File: src/rtl/csr_latch_pkg.sv
// Shared encodings for the clocked SR latch driver: command ops, FSM states,
// counter widths and the readback rule applied in CHECK.
package csr_latch_pkg;

    localparam int CNT_W     = 4;
    localparam int ERR_CNT_W = 8;
    localparam logic [ERR_CNT_W-1:0] ERR_CNT_MAX = '1;

    typedef enum logic [1:0] {
        OP_HOLD   = 2'b00,
        OP_SET    = 2'b01,
        OP_RESET  = 2'b10,
        OP_FORBID = 2'b11
    } op_e;

    typedef enum logic [2:0] {
        ST_IDLE  = 3'd0,
        ST_SETUP = 3'd1,
        ST_PULSE = 3'd2,
        ST_HOLD  = 3'd3,
        ST_CHECK = 3'd4
    } state_e;

    // Down-counter load value for a phase lasting n cycles.
    function automatic logic [CNT_W-1:0] cnt_load(input int n);
        return CNT_W'(n - 1);
    endfunction

    // Readback is wrong if the latch did not take the commanded value, a HOLD
    // disturbed it, or the op was never legal in the first place.
    function automatic logic readback_err(input op_e op, input logic q_now,
                                          input logic q_at_hs);
        logic bad;
        bad = 1'b0;
        case (op)
            OP_SET:    bad = (q_now != 1'b1);
            OP_RESET:  bad = (q_now != 1'b0);
            OP_HOLD:   bad = (q_now != q_at_hs);
            OP_FORBID: bad = 1'b1;
            default:   bad = 1'b1;
        endcase
        return bad;
    endfunction

endpackage

File: src/rtl/csr_latch_driver_if.sv
// Command/status bundle between a CSR master and the latch driver.
interface csr_latch_driver_if;
    import csr_latch_pkg::*;

    logic                 req_valid;
    logic [1:0]           req_op;
    logic                 req_ready;
    logic                 done;
    logic                 err;
    logic [ERR_CNT_W-1:0] err_cnt;

    modport master (
        output req_valid, req_op,
        input  req_ready, done, err, err_cnt
    );

    modport slave (
        input  req_valid, req_op,
        output req_ready, done, err, err_cnt
    );
endinterface

File: src/rtl/csr_latch_driver.sv
// Sequences S_n/R_n and the C strobe of an external clocked SR latch with
// programmable setup/pulse/hold windows, then checks the latch readback.
module csr_latch_driver
    import csr_latch_pkg::*;
#(
    parameter int SETUP_CYC = 2,
    parameter int PULSE_CYC = 4,
    parameter int HOLD_CYC  = 2
) (
    input  logic                clk,
    input  logic                rst_n,
    csr_latch_driver_if.slave   bus,
    output logic                C,
    output logic                S,
    output logic                R,
    input  logic                q_fb
);

    localparam logic [CNT_W-1:0] SETUP_LD = cnt_load(SETUP_CYC);
    localparam logic [CNT_W-1:0] PULSE_LD = cnt_load(PULSE_CYC);
    localparam logic [CNT_W-1:0] HOLD_LD  = cnt_load(HOLD_CYC);

    state_e               state_reg;
    logic [CNT_W-1:0]     cnt_reg;
    op_e                  op_reg;
    logic                 q_hs_reg;
    logic                 c_reg;
    logic                 s_reg;
    logic                 r_reg;
    logic                 ready_reg;
    logic                 done_reg;
    logic                 err_reg;
    logic [ERR_CNT_W-1:0] err_cnt_reg;

    op_e  req_op;
    logic handshake;
    logic check_err;

    assign req_op    = op_e'(bus.req_op);
    assign handshake = ready_reg & bus.req_valid;
    assign check_err = readback_err(op_reg, q_fb, q_hs_reg);

    // Single FSM: all outputs are registered so C/S/R never glitch at the latch.
    always_ff @(posedge clk or negedge rst_n) begin
        if (!rst_n) begin
            state_reg   <= ST_IDLE;
            cnt_reg     <= '0;
            op_reg      <= OP_HOLD;
            q_hs_reg    <= 1'b0;
            c_reg       <= 1'b0;
            s_reg       <= 1'b1;
            r_reg       <= 1'b1;
            ready_reg   <= 1'b0;
            done_reg    <= 1'b0;
            err_reg     <= 1'b0;
            err_cnt_reg <= '0;
        end else begin
            done_reg <= 1'b0;
            err_reg  <= 1'b0;
            case (state_reg)
                ST_IDLE: begin
                    ready_reg <= 1'b1;
                    if (handshake) begin
                        op_reg    <= req_op;
                        q_hs_reg  <= q_fb;
                        ready_reg <= 1'b0;
                        // FORBIDDEN maps to S=R=1 here, so both inputs are never low.
                        s_reg     <= (req_op != OP_SET);
                        r_reg     <= (req_op != OP_RESET);
                        if (req_op == OP_FORBID) begin
                            state_reg <= ST_CHECK;
                        end else begin
                            state_reg <= ST_SETUP;
                            cnt_reg   <= SETUP_LD;
                        end
                    end
                end
                ST_SETUP: begin
                    if (cnt_reg == '0) begin
                        state_reg <= ST_PULSE;
                        cnt_reg   <= PULSE_LD;
                        c_reg     <= 1'b1;
                    end else begin
                        cnt_reg <= cnt_reg - 1'b1;
                    end
                end
                ST_PULSE: begin
                    if (cnt_reg == '0) begin
                        state_reg <= ST_HOLD;
                        cnt_reg   <= HOLD_LD;
                        c_reg     <= 1'b0;
                    end else begin
                        cnt_reg <= cnt_reg - 1'b1;
                    end
                end
                ST_HOLD: begin
                    if (cnt_reg == '0) begin
                        state_reg <= ST_CHECK;
                    end else begin
                        cnt_reg <= cnt_reg - 1'b1;
                    end
                end
                ST_CHECK: begin
                    state_reg <= ST_IDLE;
                    ready_reg <= 1'b1;
                    s_reg     <= 1'b1;
                    r_reg     <= 1'b1;
                    done_reg  <= 1'b1;
                    err_reg   <= check_err;
                    if (check_err && (err_cnt_reg != ERR_CNT_MAX)) begin
                        err_cnt_reg <= err_cnt_reg + 1'b1;
                    end
                end
                default: begin
                    state_reg <= ST_IDLE;
                    cnt_reg   <= '0;
                    c_reg     <= 1'b0;
                    s_reg     <= 1'b1;
                    r_reg     <= 1'b1;
                    ready_reg <= 1'b0;
                end
            endcase
        end
    end

    assign C             = c_reg;
    assign S             = s_reg;
    assign R             = r_reg;
    assign bus.req_ready = ready_reg;
    assign bus.done      = done_reg;
    assign bus.err       = err_reg;
    assign bus.err_cnt   = err_cnt_reg;

endmodule

File: src/flat_wrapper.sv
// flat-port wrapper written by rule: the top's interface ports become plain ports
module csr_latch_driver_flat import csr_latch_pkg::*;
#(
    parameter int SETUP_CYC = 2,
    parameter int PULSE_CYC = 4,
    parameter int HOLD_CYC  = 2
)
  (clk, rst_n, C, S, R, q_fb, bus_req_valid, bus_req_op, bus_req_ready, bus_done, bus_err, bus_err_cnt);
  csr_latch_driver_if bus_i ();
  input  logic clk;
  input  logic rst_n;
  output logic C;
  output logic S;
  output logic R;
  input  logic q_fb;
  input wire logic [$bits(bus_i.req_valid)-1:0] bus_req_valid;
  input wire logic [$bits(bus_i.req_op)-1:0] bus_req_op;
  output wire logic [$bits(bus_i.req_ready)-1:0] bus_req_ready;
  output wire logic [$bits(bus_i.done)-1:0] bus_done;
  output wire logic [$bits(bus_i.err)-1:0] bus_err;
  output wire logic [$bits(bus_i.err_cnt)-1:0] bus_err_cnt;
  assign bus_i.req_valid = bus_req_valid;
  assign bus_i.req_op = bus_req_op;
  assign bus_req_ready = bus_i.req_ready;
  assign bus_done = bus_i.done;
  assign bus_err = bus_i.err;
  assign bus_err_cnt = bus_i.err_cnt;
  csr_latch_driver #(.SETUP_CYC(SETUP_CYC), .PULSE_CYC(PULSE_CYC), .HOLD_CYC(HOLD_CYC)) u_core (.clk(clk), .rst_n(rst_n), .bus(bus_i), .C(C), .S(S), .R(R), .q_fb(q_fb));
endmodule
File: config.mk
export PLATFORM = sky130hd
export DESIGN_NAME = csr_latch_driver_flat
export DESIGN_NICKNAME = d
export VERILOG_FILES = /design/src/rtl/csr_latch_pkg.sv /design/src/rtl/csr_latch_driver_if.sv /design/src/rtl/csr_latch_driver.sv /design/src/flat_wrapper.sv
export SDC_FILE = /design/constraint.sdc
export NUM_CORES = 1
export LEC_CHECK = 0
export ABC_CLOCK_PERIOD_IN_PS = 2200
export CAP_MARGIN = 20
export CORE_MARGIN = 2
export CORE_UTILIZATION = 35
export CTS_BUF_LIST = sky130_fd_sc_hd__clkbuf_8
export DETAILED_ROUTE_END_ITERATION = 16
export PLACE_DENSITY_LB_ADDON = 0.05
export SETUP_SLACK_MARGIN = 0.15
export SKIP_LAST_GASP = 1
export SLEW_MARGIN = 20
export SYNTH_ARGS = -nofsm -noshare
export SYNTH_HDL_FRONTEND = slang
export SYNTH_SLANG_ARGS = --single-unit
File: constraint.sdc
create_clock -name clk -period 2.2 [get_ports clk]
set_input_delay 0.44 -clock clk [delete_from_list [all_inputs] [get_ports clk]]
set_output_delay 0.44 -clock clk [all_outputs]
set_load 0.05 [all_outputs]
==> reports/qor.csv <==
stage;metric;value;unit
layout;largest_reg_flops;8;
clocking;post_cts_buffers;0;
detailed_routing;drc_errors;0;
die;num_rows;21;
synth;synth-seq-cells;24;
synth;synth_nets;121;
synth;synth_edf_count;0;
sta;hold_viol;0;
detailed_routing;ant_nets;0;
sta;fin_crit;1.973;ns
sta;fin_crit_sh;0.8967;
sta;final-max-slew-violation-count;0;
sta;setup_tns;0;ns
outcome;status;completed;
die;coreArea;0.003337;sq mm
worst_setup_path;criticalPathCategory;reg -> out;
worst_setup_path;endpoint_kind;output pin;
placement;place_area;0.001469;sq mm
synth;synth.area.top_cells;dfrtp_1 (45%), dfstp_2 (4.3%), mux2_2 (3.7%);
synth;synth.cell_area;0.001221;sq mm
die;initial_core_util;0.3660;
synth;synth_top_area_cell;dfrtp_1;
sta;grt_setup_unrepaired;no;
detailed_routing;routed_wl;2332;microns
layout;fin_nets;145;
pwr;vdd_drop_max;0.5549;mV
placement;dpl.hpwl;1670;microns
layout;n_antenna_cell;0;
clocking;h-tree-depth;1;
worst_setup_path;critPathLaunchType;flip-flop;
pwr;p_leak;0.6573;nW
synth;yosysMostFrequentCell;dfrtp_1;
global_route;grt_overflow;0;
detailed_routing;drt_pass1_iterations;4;
worst_setup_path;cp_top_family;buffers and inverters;
detailed_routing;wl_per_cell;12.88;microns
clocking;clk_pin_slew;0.09;ns
synth;syn_area_per_cell;10.90;sq um
die;die_x;63.07;microns
pwr;power_density;1247;mW/mm^2
worst_setup_path;path_buf_inv;1;
clocking;clock_tree.root_cell;clkbuf_8;
layout;drive_above_1_share;0.1704;
detailed_routing;via_per_inst;4.912;
worst_setup_path;critPathMaxFanout;6;
clocking;cts_buffer_depth;2;
global_route;grt_pass1_wl;4195;microns
worst_setup_path;worst_path_max_delay_cell;clkdlybuf4s50_1;
synth;synth_top_area_frac;0.4508;
clocking;clock_sinks;24;
sta;max_freq;506.9;MHz
synth;yosysUniqueCellTypes;41;
global_route;grt_use_total;0.1302;
sta;tightest_slew;0.4985;ns
synth;ys.flop_type;dfrtp_1;
die;die_h;63.07;microns
clocking;cts_buffers;3;
detailed_routing;vias;889;
layout;area_growth;25.41;%
sta;slew_headroom;0.6672;
detailed_routing;drt_iter0_markers;20;
synth;yosys_warnings;0;
worst_setup_path;crit_arrival;1.53;ns
synth;yosys-top-cells-count;dfrtp_1 (22), nand2_1 (8), a21oi_1 (7), nor2_1 (7), xor2_1 (5);
worst_setup_path;path_cells;clkdlybuf4s50_1;
clocking;tritoncts;built;
global_route;grt_max_degree;25;
sta;fin_skew;0.004189;ns
run;cap_violations;0;
layout;postLayoutCellArea;0.001531;sq mm
worst_setup_path;required;1.76;ns
synth;syn_inst;112;
synth;yosysSeqAreaShare;0.4939;
hold_path;worstHoldPathType;reg -> reg;
die;boundaryPins;20;
global_route;antenna_found_initial;0;
worst_setup_path;slowest_delay;0.83;ns
synth;async_flop_share;1.000;
placement;port_buffers;19;
sta;setup_violations;0;
placement;globalplace.congestion;0.7397;
global_route;grt_pass1_vias;890;
clocking;clock_latency;0.26;ns
die;die_area;0.003978;sq mm
per-stage QoR:
| step | power, mW | std cells | hold WS (ns) | utilization | worst slack, ns |
|---|---|---|---|---|---|
| final | 1.910 | 181 | 0.5168 | 0.4589 | 0.2273 |
| after global routing | 2.065 | 181 | 0.5327 | 0.4589 | 0.1716 |
| after detailed placement | 1.629 | 177 | 0.5033 | 0.4402 | 0.1518 |
| after CTS | 1.934 | 181 | 0.5156 | 0.4567 | 0.1507 |
| after global placement | 1.618 | 177 | 0.5095 | 0.4402 | 0.1646 |
| after floorplan | 1.401 | 112 | 0.1444 | - | 0.3268 |
cells in the final DEF (no fill, tap or decap), drive strengths merged, types with 4 or more instances in the layout:
cell type,count
dfrtp,22
nand3,4
nor3,4
nand2,8
inv,4
nor2,9
xor2,5
clkdlybuf4s50,16
mux2,4
clkbuf,4
a21oi,7
cells by family after synthesis:
kind of cell,after synthesis,share of synthesized area
AOI/OAI and AO/OA,22,0.1281
xor gates and xnor gates,6,0.04303
buffers and inverters,7,0.03073
and+or+nand+nor,45,0.2285
muxes,5,0.04508
DFF,24,0.4939
adders and majority gates,3,0.03074
final cells by class:
type,count,area [sq um]
Sequential cell,24,603.1
Clock buffer,4,55.05
Timing Repair Buffer,22,220.2
Multi-Input combinational cell,81,580.6
Inverter,4,15.01
Tap cell,46,57.56
Fill cell,328,1805
repair_timing:
action,CTS,global route
resized for setup,0,3
hold buffers,0,0
endpoints found under the setup margin,0,3
where the power goes:
part | internal (mW) | leakage (nW) | switching (mW)
Sequential | 0.597 | 0.296 | 0.157
Combinational | 0.370 | 0.333 | 0.483
Clock | 0.160 | 0.0288 | 0.143
Total | 1.13 | 0.657 | 0.783
metal layers:
metal,share of wire,vias to the layer above,routed length [microns],global-route usage
met5,0,-,0,0
met4,0.0051,0,12,0.03333
met3,0.022,2,51,0.02321
met2,0.45,9,1047,0.2048
met1,0.52,428,1221,0.1849
li1,-,450,-,-
worst reg2reg max path: stages (launching register included):
cell and delay, ns:
dfrtp_1 0.39, inv_1 0.07, ha_1 0.21, or3b_2 0.23
a21oi_1 0.06, or4_1 0.50, a31oi_1 0.18
final timing paths:
check | start | endpoint | slack (ns) | depth (start not counted)
hold reg to reg | u_core.cnt_reg[3] | u_core.cnt_reg[3] | 0.52 | 1
min in group asynchronous | rst_n | u_core.q_hs_reg | 0.53 | 2
max in group asynchronous | rst_n | u_core.R | 1.38 | 2
hold / removal | u_core.cnt_reg[3] | u_core.cnt_reg[3] | 0.52 | 1
setup / recovery | u_core.bus.err_cnt[4] | bus_err_cnt[4] | 0.23 | 1
setup reg to reg | u_core.cnt_reg[0] | u_core.cnt_reg[3] | 0.48 | 6
(Power assumes the default switching activity.)
